--- config.mk ---
export PLATFORM = sky130hd
export DESIGN_NAME = output_drain_controller_flat
export DESIGN_NICKNAME = d
export VERILOG_FILES = /design/src/rtl/output_drain_controller_pkg.sv /design/src/rtl/output_drain_controller_if.sv /design/src/rtl/output_drain_controller.sv /design/src/flat_wrapper.sv
export SDC_FILE = /design/constraint.sdc
export NUM_CORES = 1
export LEC_CHECK = 0
export BUFFER_PORTS_ARGS = -buffer_cell sky130_fd_sc_hd__buf_2
export CAP_MARGIN = 15
export CORE_ASPECT_RATIO = 0.75
export CORE_UTILIZATION = 54
export CTS_CLUSTER_SIZE = 24
export DETAILED_ROUTE_END_ITERATION = 10
export PLACE_DENSITY = 0.79
export SYNTH_ARGS = -nofsm -noshare
export SYNTH_HDL_FRONTEND = slang
export SYNTH_SLANG_ARGS = --single-unit
--- constraint.sdc ---
create_clock -name clk -period 2.27 [get_ports clk]
set_input_delay 0.3405 -clock clk [delete_from_list [all_inputs] [get_ports clk]]
set_output_delay 0.3405 -clock clk [all_outputs]
set_load 0.02 [all_outputs]
--- src/rtl/output_drain_controller_pkg.sv ---
// Shared NPU definitions for the output drain controller: state encoding,
// column-count width and the base-address stride wrap rule.
package output_drain_controller_pkg;

    typedef enum logic [2:0] {
        ST_IDLE  = 3'd0,
        ST_WAIT  = 3'd1,
        ST_DRAIN = 3'd2,
        ST_HOLD  = 3'd3,
        ST_DONE  = 3'd4
    } drain_state_e;

    // Width of a column count able to hold 0..array_m inclusive.
    function automatic int unsigned col_width(input int unsigned array_m);
        return $clog2(array_m) + 1;
    endfunction

    // Next tile base: base + stride modulo 2^addr_w, wrapping silently.
    function automatic logic [31:0] stride_wrap(input logic [31:0] base,
                                                input logic [31:0] stride,
                                                input int unsigned addr_w);
        logic [31:0] mask;
        mask = (addr_w >= 32) ? 32'hFFFF_FFFF : ((32'd1 << addr_w) - 32'd1);
        return (base + stride) & mask;
    endfunction

endpackage

--- src/rtl/output_drain_controller_if.sv ---
// Scheduler/array handshake and address-generator drive bundle.
interface output_drain_controller_if
    import output_drain_controller_pkg::*;
#(
    parameter int unsigned ADDR_WIDTH = 8,
    parameter int unsigned TILE_WIDTH = 8,
    parameter int unsigned COL_WIDTH  = col_width(8)
);
    logic                  start;
    logic [TILE_WIDTH-1:0] cfg_num_tiles;
    logic [ADDR_WIDTH-1:0] cfg_rows;
    logic [COL_WIDTH-1:0]  cfg_num_cols;
    logic [ADDR_WIDTH-1:0] cfg_base_addr;
    logic [ADDR_WIDTH-1:0] cfg_tile_stride;
    logic                  tile_ready;
    logic                  ag_on;
    logic [ADDR_WIDTH-1:0] ag_base_addr;
    logic [COL_WIDTH-1:0]  ag_num_cols;
    logic                  tile_ack;
    logic                  busy;
    logic                  done;

    // Controller side
    modport master (
        input  start, cfg_num_tiles, cfg_rows, cfg_num_cols, cfg_base_addr,
               cfg_tile_stride, tile_ready,
        output ag_on, ag_base_addr, ag_num_cols, tile_ack, busy, done
    );

    // Scheduler / array / generator side
    modport slave (
        output start, cfg_num_tiles, cfg_rows, cfg_num_cols, cfg_base_addr,
               cfg_tile_stride, tile_ready,
        input  ag_on, ag_base_addr, ag_num_cols, tile_ack, busy, done
    );
endinterface

--- src/rtl/output_drain_controller.sv ---
// Drains systolic-array output tiles into RAM_O by pacing the output
// address generator: one enable burst of cfg_rows cycles per ready tile,
// a one-cycle HOLD gap, then the base advances by the tile stride.
module output_drain_controller
    import output_drain_controller_pkg::*;
#(
    parameter int unsigned RAM_O_SIZE = 256,
    parameter int unsigned ARRAY_M    = 8,
    parameter int unsigned ADDR_WIDTH = $clog2(RAM_O_SIZE),
    parameter int unsigned TILE_WIDTH = 8
) (
    input  logic                       clk,
    input  logic                       reset,
    output_drain_controller_if.master  bus
);
    localparam int unsigned COL_WIDTH = col_width(ARRAY_M);

    drain_state_e          state_q, state_d;
    logic [ADDR_WIDTH-1:0] rows_q, rows_d;
    logic [ADDR_WIDTH-1:0] stride_q, stride_d;
    logic [ADDR_WIDTH-1:0] row_cnt_q, row_cnt_d;
    logic [TILE_WIDTH-1:0] tiles_left_q, tiles_left_d;
    logic [ADDR_WIDTH-1:0] base_q, base_d;
    logic [COL_WIDTH-1:0]  cols_q, cols_d;
    logic                  ag_on_q, ag_on_d;
    logic                  tile_ack_q, tile_ack_d;
    logic                  busy_q, busy_d;
    logic                  done_q, done_d;

    logic                  zero_job_c;
    logic                  more_tiles_c;
    logic [COL_WIDTH-1:0]  cols_clamped_c;

    assign zero_job_c     = (bus.cfg_num_tiles == '0) || (bus.cfg_rows == '0);
    assign more_tiles_c   = (tiles_left_q > TILE_WIDTH'(1));
    assign cols_clamped_c = (bus.cfg_num_cols > COL_WIDTH'(ARRAY_M)) ?
                            COL_WIDTH'(ARRAY_M) : bus.cfg_num_cols;

    // State register
    always_ff @(posedge clk) begin
        if (!reset) begin
            state_q <= ST_IDLE;
        end else begin
            state_q <= state_d;
        end
    end

    // Next-state logic
    always_comb begin
        state_d = state_q;
        unique case (state_q)
            ST_IDLE:  if (bus.start) state_d = zero_job_c ? ST_DONE : ST_WAIT;
            ST_WAIT:  if (bus.tile_ready) state_d = ST_DRAIN;
            ST_DRAIN: if (row_cnt_q == ADDR_WIDTH'(1)) state_d = ST_HOLD;
            ST_HOLD:  state_d = more_tiles_c ? ST_WAIT : ST_DONE;
            ST_DONE:  state_d = ST_IDLE;
            default:  state_d = ST_IDLE;
        endcase
    end

    // Output decode from the upcoming state so outputs align with it
    always_comb begin
        ag_on_d    = (state_d == ST_DRAIN);
        tile_ack_d = (state_q == ST_WAIT) && (state_d == ST_DRAIN);
        busy_d     = (state_d == ST_WAIT) || (state_d == ST_DRAIN) ||
                     (state_d == ST_HOLD);
        done_d     = (state_d == ST_DONE);
    end

    // Job configuration, row/tile counters and the generator base address
    always_comb begin
        rows_d       = rows_q;
        stride_d     = stride_q;
        row_cnt_d    = row_cnt_q;
        tiles_left_d = tiles_left_q;
        base_d       = base_q;
        cols_d       = cols_q;
        unique case (state_q)
            ST_IDLE: begin
                if (bus.start) begin
                    rows_d       = bus.cfg_rows;
                    stride_d     = bus.cfg_tile_stride;
                    tiles_left_d = bus.cfg_num_tiles;
                    base_d       = bus.cfg_base_addr;
                    cols_d       = cols_clamped_c;
                end
            end
            ST_WAIT: begin
                if (bus.tile_ready) row_cnt_d = rows_q;
            end
            ST_DRAIN: begin
                row_cnt_d = row_cnt_q - ADDR_WIDTH'(1);
            end
            ST_HOLD: begin
                // Base moves only on HOLD->WAIT, after the generator's last write
                if (more_tiles_c) begin
                    base_d       = ADDR_WIDTH'(stride_wrap(32'(base_q), 32'(stride_q),
                                                           ADDR_WIDTH));
                    tiles_left_d = tiles_left_q - TILE_WIDTH'(1);
                end
            end
            default: ;
        endcase
    end

    // Registered outputs and datapath
    always_ff @(posedge clk) begin
        if (!reset) begin
            rows_q       <= '0;
            stride_q     <= '0;
            row_cnt_q    <= '0;
            tiles_left_q <= '0;
            base_q       <= '0;
            cols_q       <= '0;
            ag_on_q      <= 1'b0;
            tile_ack_q   <= 1'b0;
            busy_q       <= 1'b0;
            done_q       <= 1'b0;
        end else begin
            rows_q       <= rows_d;
            stride_q     <= stride_d;
            row_cnt_q    <= row_cnt_d;
            tiles_left_q <= tiles_left_d;
            base_q       <= base_d;
            cols_q       <= cols_d;
            ag_on_q      <= ag_on_d;
            tile_ack_q   <= tile_ack_d;
            busy_q       <= busy_d;
            done_q       <= done_d;
        end
    end

    assign bus.ag_on        = ag_on_q;
    assign bus.ag_base_addr = base_q;
    assign bus.ag_num_cols  = cols_q;
    assign bus.tile_ack     = tile_ack_q;
    assign bus.busy         = busy_q;
    assign bus.done         = done_q;

endmodule

--- src/flat_wrapper.sv ---
// flat-port wrapper written by rule: the top's interface ports become plain ports
module output_drain_controller_flat import output_drain_controller_pkg::*;
#(
    parameter int unsigned RAM_O_SIZE = 256,
    parameter int unsigned ARRAY_M    = 8,
    parameter int unsigned ADDR_WIDTH = $clog2(RAM_O_SIZE),
    parameter int unsigned TILE_WIDTH = 8
)
  (clk, reset, bus_start, bus_cfg_num_tiles, bus_cfg_rows, bus_cfg_num_cols, bus_cfg_base_addr, bus_cfg_tile_stride, bus_tile_ready, bus_ag_on, bus_ag_base_addr, bus_ag_num_cols, bus_tile_ack, bus_busy, bus_done);
  output_drain_controller_if #(.ADDR_WIDTH(ADDR_WIDTH), .TILE_WIDTH(TILE_WIDTH), .COL_WIDTH((4))) bus_i ();
  input  logic clk;
  input  logic reset;
  input wire logic [$bits(bus_i.start)-1:0] bus_start;
  input wire logic [$bits(bus_i.cfg_num_tiles)-1:0] bus_cfg_num_tiles;
  input wire logic [$bits(bus_i.cfg_rows)-1:0] bus_cfg_rows;
  input wire logic [$bits(bus_i.cfg_num_cols)-1:0] bus_cfg_num_cols;
  input wire logic [$bits(bus_i.cfg_base_addr)-1:0] bus_cfg_base_addr;
  input wire logic [$bits(bus_i.cfg_tile_stride)-1:0] bus_cfg_tile_stride;
  input wire logic [$bits(bus_i.tile_ready)-1:0] bus_tile_ready;
  output wire logic [$bits(bus_i.ag_on)-1:0] bus_ag_on;
  output wire logic [$bits(bus_i.ag_base_addr)-1:0] bus_ag_base_addr;
  output wire logic [$bits(bus_i.ag_num_cols)-1:0] bus_ag_num_cols;
  output wire logic [$bits(bus_i.tile_ack)-1:0] bus_tile_ack;
  output wire logic [$bits(bus_i.busy)-1:0] bus_busy;
  output wire logic [$bits(bus_i.done)-1:0] bus_done;
  assign bus_i.start = bus_start;
  assign bus_i.cfg_num_tiles = bus_cfg_num_tiles;
  assign bus_i.cfg_rows = bus_cfg_rows;
  assign bus_i.cfg_num_cols = bus_cfg_num_cols;
  assign bus_i.cfg_base_addr = bus_cfg_base_addr;
  assign bus_i.cfg_tile_stride = bus_cfg_tile_stride;
  assign bus_i.tile_ready = bus_tile_ready;
  assign bus_ag_on = bus_i.ag_on;
  assign bus_ag_base_addr = bus_i.ag_base_addr;
  assign bus_ag_num_cols = bus_i.ag_num_cols;
  assign bus_tile_ack = bus_i.tile_ack;
  assign bus_busy = bus_i.busy;
  assign bus_done = bus_i.done;
  output_drain_controller #(.RAM_O_SIZE(RAM_O_SIZE), .ARRAY_M(ARRAY_M), .ADDR_WIDTH(ADDR_WIDTH), .TILE_WIDTH(TILE_WIDTH)) u_core (.clk(clk), .reset(reset), .bus(bus_i));
endmodule
# Word-level counts from Yosys, hierarchy flattened
# Cells that the tools add are included.
[totals] register_bits=51 latchBits=0 ram_bits=0 mem_bits_ro=0 input_bits=40 out_inout_bits=16 word_cells=54 memories=0
[classes] add_sub_neg=3 multipliers=0 n_div=0 magnitude_cmp=2 n_eq_ne=11 shift=0 n_mux=15 bitwise=0 n_reduce_logical=12
[ops] op="$pmux 8 s2" count=3
[ops] op="$mux 8" count=5
[ops] op="$logic_not 8->1" count=2
[ops] op="$sub 8x1->8 const B" count=2
[ops] op="$mux 3" count=5
[ops] op="$eq 3x2->1 const B" count=4
[ops] op="$pmux 3 s4" count=1
[ops] op="$add 8x8->8" count=1
[ops] op="$eq 8x1->1 const B" count=1
[ops] op="$gt 8x1->1 const B" count=1
[ops] op="$eq 3x1->1 const B" count=2
[ops] op="$gt 4x4->1 const B" count=1
[ops] op="$mux 4" count=1
[ops] op="$ne 2x2->1 const B" count=2
[ops] op="$reduce_and 2->1" count=2
[ops] op="$reduce_bool 2->1" count=2
[ops] op="$eq 3x3->1 const B" count=1
[ops] op="$logic_not 3->1" count=1
[ops] op="$logic_or 1x1->1" count=3
[ops] op="$reduce_and 3->1" count=1
[ops] op="$ne 2x1->1 const B" count=1
[ops] op="$logic_and 1x1->1" count=1

# Logic depth before layout (Yosys ltp)
[logic_depth] depth_word=8 depth_mapped=8 depth_no_buf=8

# Least setup slack after synthesis
# OpenSTA, ideal clock, no wires.
[synth_timing] kind="register -> register" start="reg u_core.tiles_left_q[0]" end="reg u_core.base_q[0], in the netlist u_core.bus.ag_base_addr[0]" setup_ns=0.088 t_arrival_ns=1.784 required_time_ns=2.182 setup_slack_ns=0.398 stages_incl_launch_ff=9 n_path_buf=1 synth_period_minus_slack_ns=1.872 cell_sequence="dfxtp_1 inv_1 ha_1 or2_2 a31oi_2 or2_1 buf_4 nor2_2 a311oi_2"
[synth_between] elab_chain_cells=3
[synth_lines] element="from (decl)" line="output_drain_controller.sv:22" source="logic [TILE_WIDTH-1:0] tiles_left_q, tiles_left_d;"
[synth_lines] element="from (signal assigned)" line="output_drain_controller.sv:123" source="tiles_left_q <= tiles_left_d;"
[synth_lines] element="$gt 8x1->1" line="output_drain_controller.sv:35" source="assign more_tiles_c = (tiles_left_q > TILE_WIDTH'(1));"
[synth_lines] element="$ne 2x1->1 (no source line)"
[synth_lines] element="$reduce_and 3->1 (no source line)"
[synth_lines] element="to (signal assigned)" line="output_drain_controller.sv:124" source="base_q <= base_d;"
[synth_lines] element="to (decl)" line="output_drain_controller.sv:23" source="logic [ADDR_WIDTH-1:0] base_q, base_d;"
# No other way between the ends.
# A chain may end at the register's enable or synchronous reset.

# Worst setup path after layout
[layout_timing] start="reg u_core.tiles_left_q[0]" end="reg u_core.tiles_left_q[6]"
[layout_between] elab_chain_cells=3 word_cells_on_any_way=6 classes_between="add/sub: 1; order compare: 1; eq/ne: 1; mux: 2; reduce/logical: 1"
[layout_lines] element="$sub 8x1->8 or $gt 8x1->1 (tied branches)" line="output_drain_controller.sv:99, output_drain_controller.sv:35"
[layout_lines] element="$mux 8 or $ne 2x1->1 (tied branches)"
[layout_lines] element="$pmux 8 s2 or $reduce_and 3->1 (tied branches)"
# Several ways; a longest one is shown, not always the timed one. The select of a mux whose other input is x is not followed.

==> results by group <==
Layout
  • Share of layout cells above drive strength 1: 21.6%
  • Footprint of the multi-input gates: 1530 µm²
  • Most common cell after layout, fill and taps aside: nand2_1
  • Diode count: 0
  • Storage cell area: 1020 µm²
  • Most frequent cells in the layout: nand2_1 (58), buf_2 (55), a21oi_1 (51), dfxtp_1 (51), nor2_1 (26)
  • Area delta synth->final: 16.3%
  • Fillers: ~400
  • Fin area: 3120 µm²
  • Post-Layout Cell Count: 450
  • Nets: 444

Synthesis
  • Post-synthesis adder-cell area fraction: 5.89%
  • Avg Synthesized Cell Area: 7.97 µm²
  • Mapped Area: between 2000 and 3000 µm²
  • Complex-gate fraction of the synthesized area: 24.1%
  • Main combinational cell family by area after synthesis: simple AND/OR/NAND/NOR gates
  • Post-synth ARST share: 0%
  • Warnings, synthesis: 0
  • Synth cell types: 56
  • Post-Synthesis Cells: ~340
  • Flops & latches, synth: just over 50
  • Mux cell area share after synthesis: 0%
  • Post-synthesis xor/xnor area fraction: 0.654%
  • Simple-gate share of the synthesized area: 26.4%
  • Main synth FF type: dfxtp_1
  • Seq/Total Area, Yosys: 38.1%
  • Mapped Nets: a little under 400
  • Post-synth EDFFs: 0

Critical path
  • Reg-to-reg endpoint: u_core.tiles_left_q[6]
  • Worst reg-to-reg setup slack: 180 ps
  • Reg2Reg Depth: 7
  • Crit path launch type: register
  • WP data required: 2480 ps
  • Critical path type: register to register
  • Worst Path Arrival: 2310 ps
  • Crit. End Element: register
  • CP max FO: 13
  • RR Startpoint: u_core.tiles_left_q[0]

Floorplan
  • Die H: 63.0 µm
  • Starting Density: 58.3%
  • Row count: 21
  • Full die area: 5250 µm²
  • Core region area: 4600 µm²
  • Die width: 83.3 µm
  • I/O Pins: 56

Place
  • Placed cell areas: 3020 µm²
  • Setup slack at placement: 227 ps
  • DP HPWL: 4.71 mm
  • Dpl cells: 442
  • Routability cong.: 0.888
  • Port-buffer cells: 55

CTS
  • Clock tree buffer depth: 2
  • Root Buffer: clkbuf_8
  • CTS tree: done
  • Post-CTS setup repair buffer count: 0
  • Clock-pin slew on the worst setup and hold paths: 100 ps
  • PostCTS Resize Cnt: 0
  • CTS Hold Bufs: 0
  • H-tree level count: 2
  • Number of CTS-inserted buffers: 5
  • Worst-skew pair later-pin latency: 320 ps
  • Clk sinks: between 50 and 60

Global routing
  • Remaining global-route overflow: 0
  • Pin count of the biggest net entering global routing: 22
  • First-pass GRT wire length: 10.9 mm
  • Vias in the first global route: roughly 2.4k
  • Total track usage: 25.7%
  • Antenna violations before repair: 0

Worst hold path
  • Hold Crit Depth: 3
  • Worst Hold Class: input port to register
  • Min-Delay Startpoint: bus_cfg_tile_stride[1]
  • WHS Endpoint: u_core.stride_q[1]

STA
  • Highest clock rate: 478 MHz
  • Setup violators final: 0
  • Worst relative slew slack: 48.4%
  • Slew Viols, Final: 0
  • Final worst slack: 178 ps
  • Slew at the pin closest to its max-slew limit: 773 ps
  • Tmin final: between 2000 and 2500 ps
  • Final Skew: around 11 ps
  • Part of the cycle the worst path needs: about 90%
  • RSZ-0062 raised after global routing: no
  • Setup tns final: 0 ps
  • Final Hold Fails: 0

Pwr
  • Pwr Density: 665 nW/µm²
  • VDD IR max: 0.468 mV
  • Cell leakage power: 0.00136 µW

Drt
  • Routed WL per cell: 14.4 µm
  • Drt pass-1 iters: 5
  • DRT antenna net count: 0
  • Vias per Instance: 5.74
  • DR iter-0 viols: around 180
  • Via count: 2581
  • Total wire length: 6.49 mm
  • Post-route DRC: 0

Flow run
  • Max_cap viols: 0

Status
  • Status: finished, final reports clean
power by group:
group / switching, µW / internal (µW) / total [µW]
clock: 331 / 229 / 560
sequential: 63.7 / 965 / 1030
combinational: 284 / 200 / 484
final cells by class:
cell class	count	share of cell area (%)
Multi-Input combinational cell	257	49.0
Timing Repair Buffer	66	11.5
Clock inverter	3	0.923
Clock buffer	5	2.21
Inverter	11	1.32
Sequential cell	51	32.8
Tap cell	57	2.29
critical path: stages, from the launching register on:
cell and delay [ps]:
dfxtp_1 410, inv_1 90, ha_1 210, or2_2 320, a31oi_2 190, or2_1 410, a21boi_0 170, o21a_1 190
synthesized netlist by cell type (2+ instances only):
library cell | count | share of area (%)
dfxtp_1 | 51 | 38
buf_6 | 2 | 0.84
a211oi_1 | 4 | 1.1
a21boi_0 | 2 | 0.56
a21o_1 | 4 | 1.1
nor3b_1 | 3 | 0.84
nand3_1 | 9 | 1.7
a31oi_1 | 4 | 0.93
nand4_1 | 2 | 0.47
nor4_1 | 6 | 1.4
nand2_1 | 58 | 8.1
ha_1 | 11 | 5.1
a21oi_1 | 51 | 9.5
o21a_1 | 6 | 1.7
buf_4 | 2 | 0.56
o21ai_0 | 13 | 2.4
xnor2_1 | 2 | 0.65
a22oi_1 | 2 | 0.56
and3_1 | 3 | 0.70
nor2_2 | 2 | 0.47
nor2_1 | 26 | 3.6
o22ai_1 | 2 | 0.47
clkbuf_1 | 11 | 1.5
nor3_1 | 8 | 1.5
nand3b_1 | 6 | 1.7
buf_2 | 2 | 0.37
nor2b_1 | 5 | 1.2
inv_1 | 11 | 1.5
routing by layer:
metal  share of wire [%]  routed length, µm  vias to the layer above  global-route usage, %
met5                   0                  0                        -                      0
met4                 1.4                 93                        0                   9.91
met3                 7.5                485                        9                   5.94
met2                  42               2740                       85                   39.8
met1                  49               3170                     1181                   34.9
li1                    -                  -                     1306                      -
sequential cells by signal (all words and copies together), names as in the netlist:
signal,cells
u_core.rows_q,8
u_core.stride_q,8
u_core.row_cnt_q,8
u_core.bus.busy,1
u_core.bus.ag_on,1
u_core.bus.ag_num_cols,4
u_core.bus.tile_ack,1
u_core.bus.done,1
u_core.tiles_left_q,8
u_core.bus.ag_base_addr,8
u_core.state_q,3
how the worst max path moves through the flow:
stage,start,to,cells past startpoint
after floorplan,u_core.tiles_left_q[0],u_core.bus.ag_base_addr[0],8
after detailed placement,u_core.tiles_left_q[0],u_core.tiles_left_q[6],7
after CTS,u_core.state_q[2],u_core.bus.ag_base_addr[1],6
final,u_core.tiles_left_q[0],u_core.tiles_left_q[6],7
after global routing,u_core.tiles_left_q[0],u_core.tiles_left_q[6],7
after global placement,u_core.tiles_left_q[0],u_core.tiles_left_q[3],7
cells by family (layout without fill, tap and decap cells):
family / Yosys count / after routing
AOI/OAI and AO/OA: 104 / 104
xor gates and xnor gates: 2 / 2
adders and majority gates: 12 / 12
buffers and inverters: 28 / 85
DFF: 51 / 51
and+or+nand+nor: 139 / 139
metrics by stage:
stage | utilization (%) | hold slack [ps] | total power (µW)
after global placement | 65.7 | 438 | 1510
after detailed placement | 65.7 | 443 | 1520
final | 67.8 | 250 | 2070
after global routing | 67.8 | 245 | 2190
after floorplan | - | 433 | 1380
after CTS | 67.8 | 245 | 2080
No activity file was read; power rests on OpenSTA's default activity.
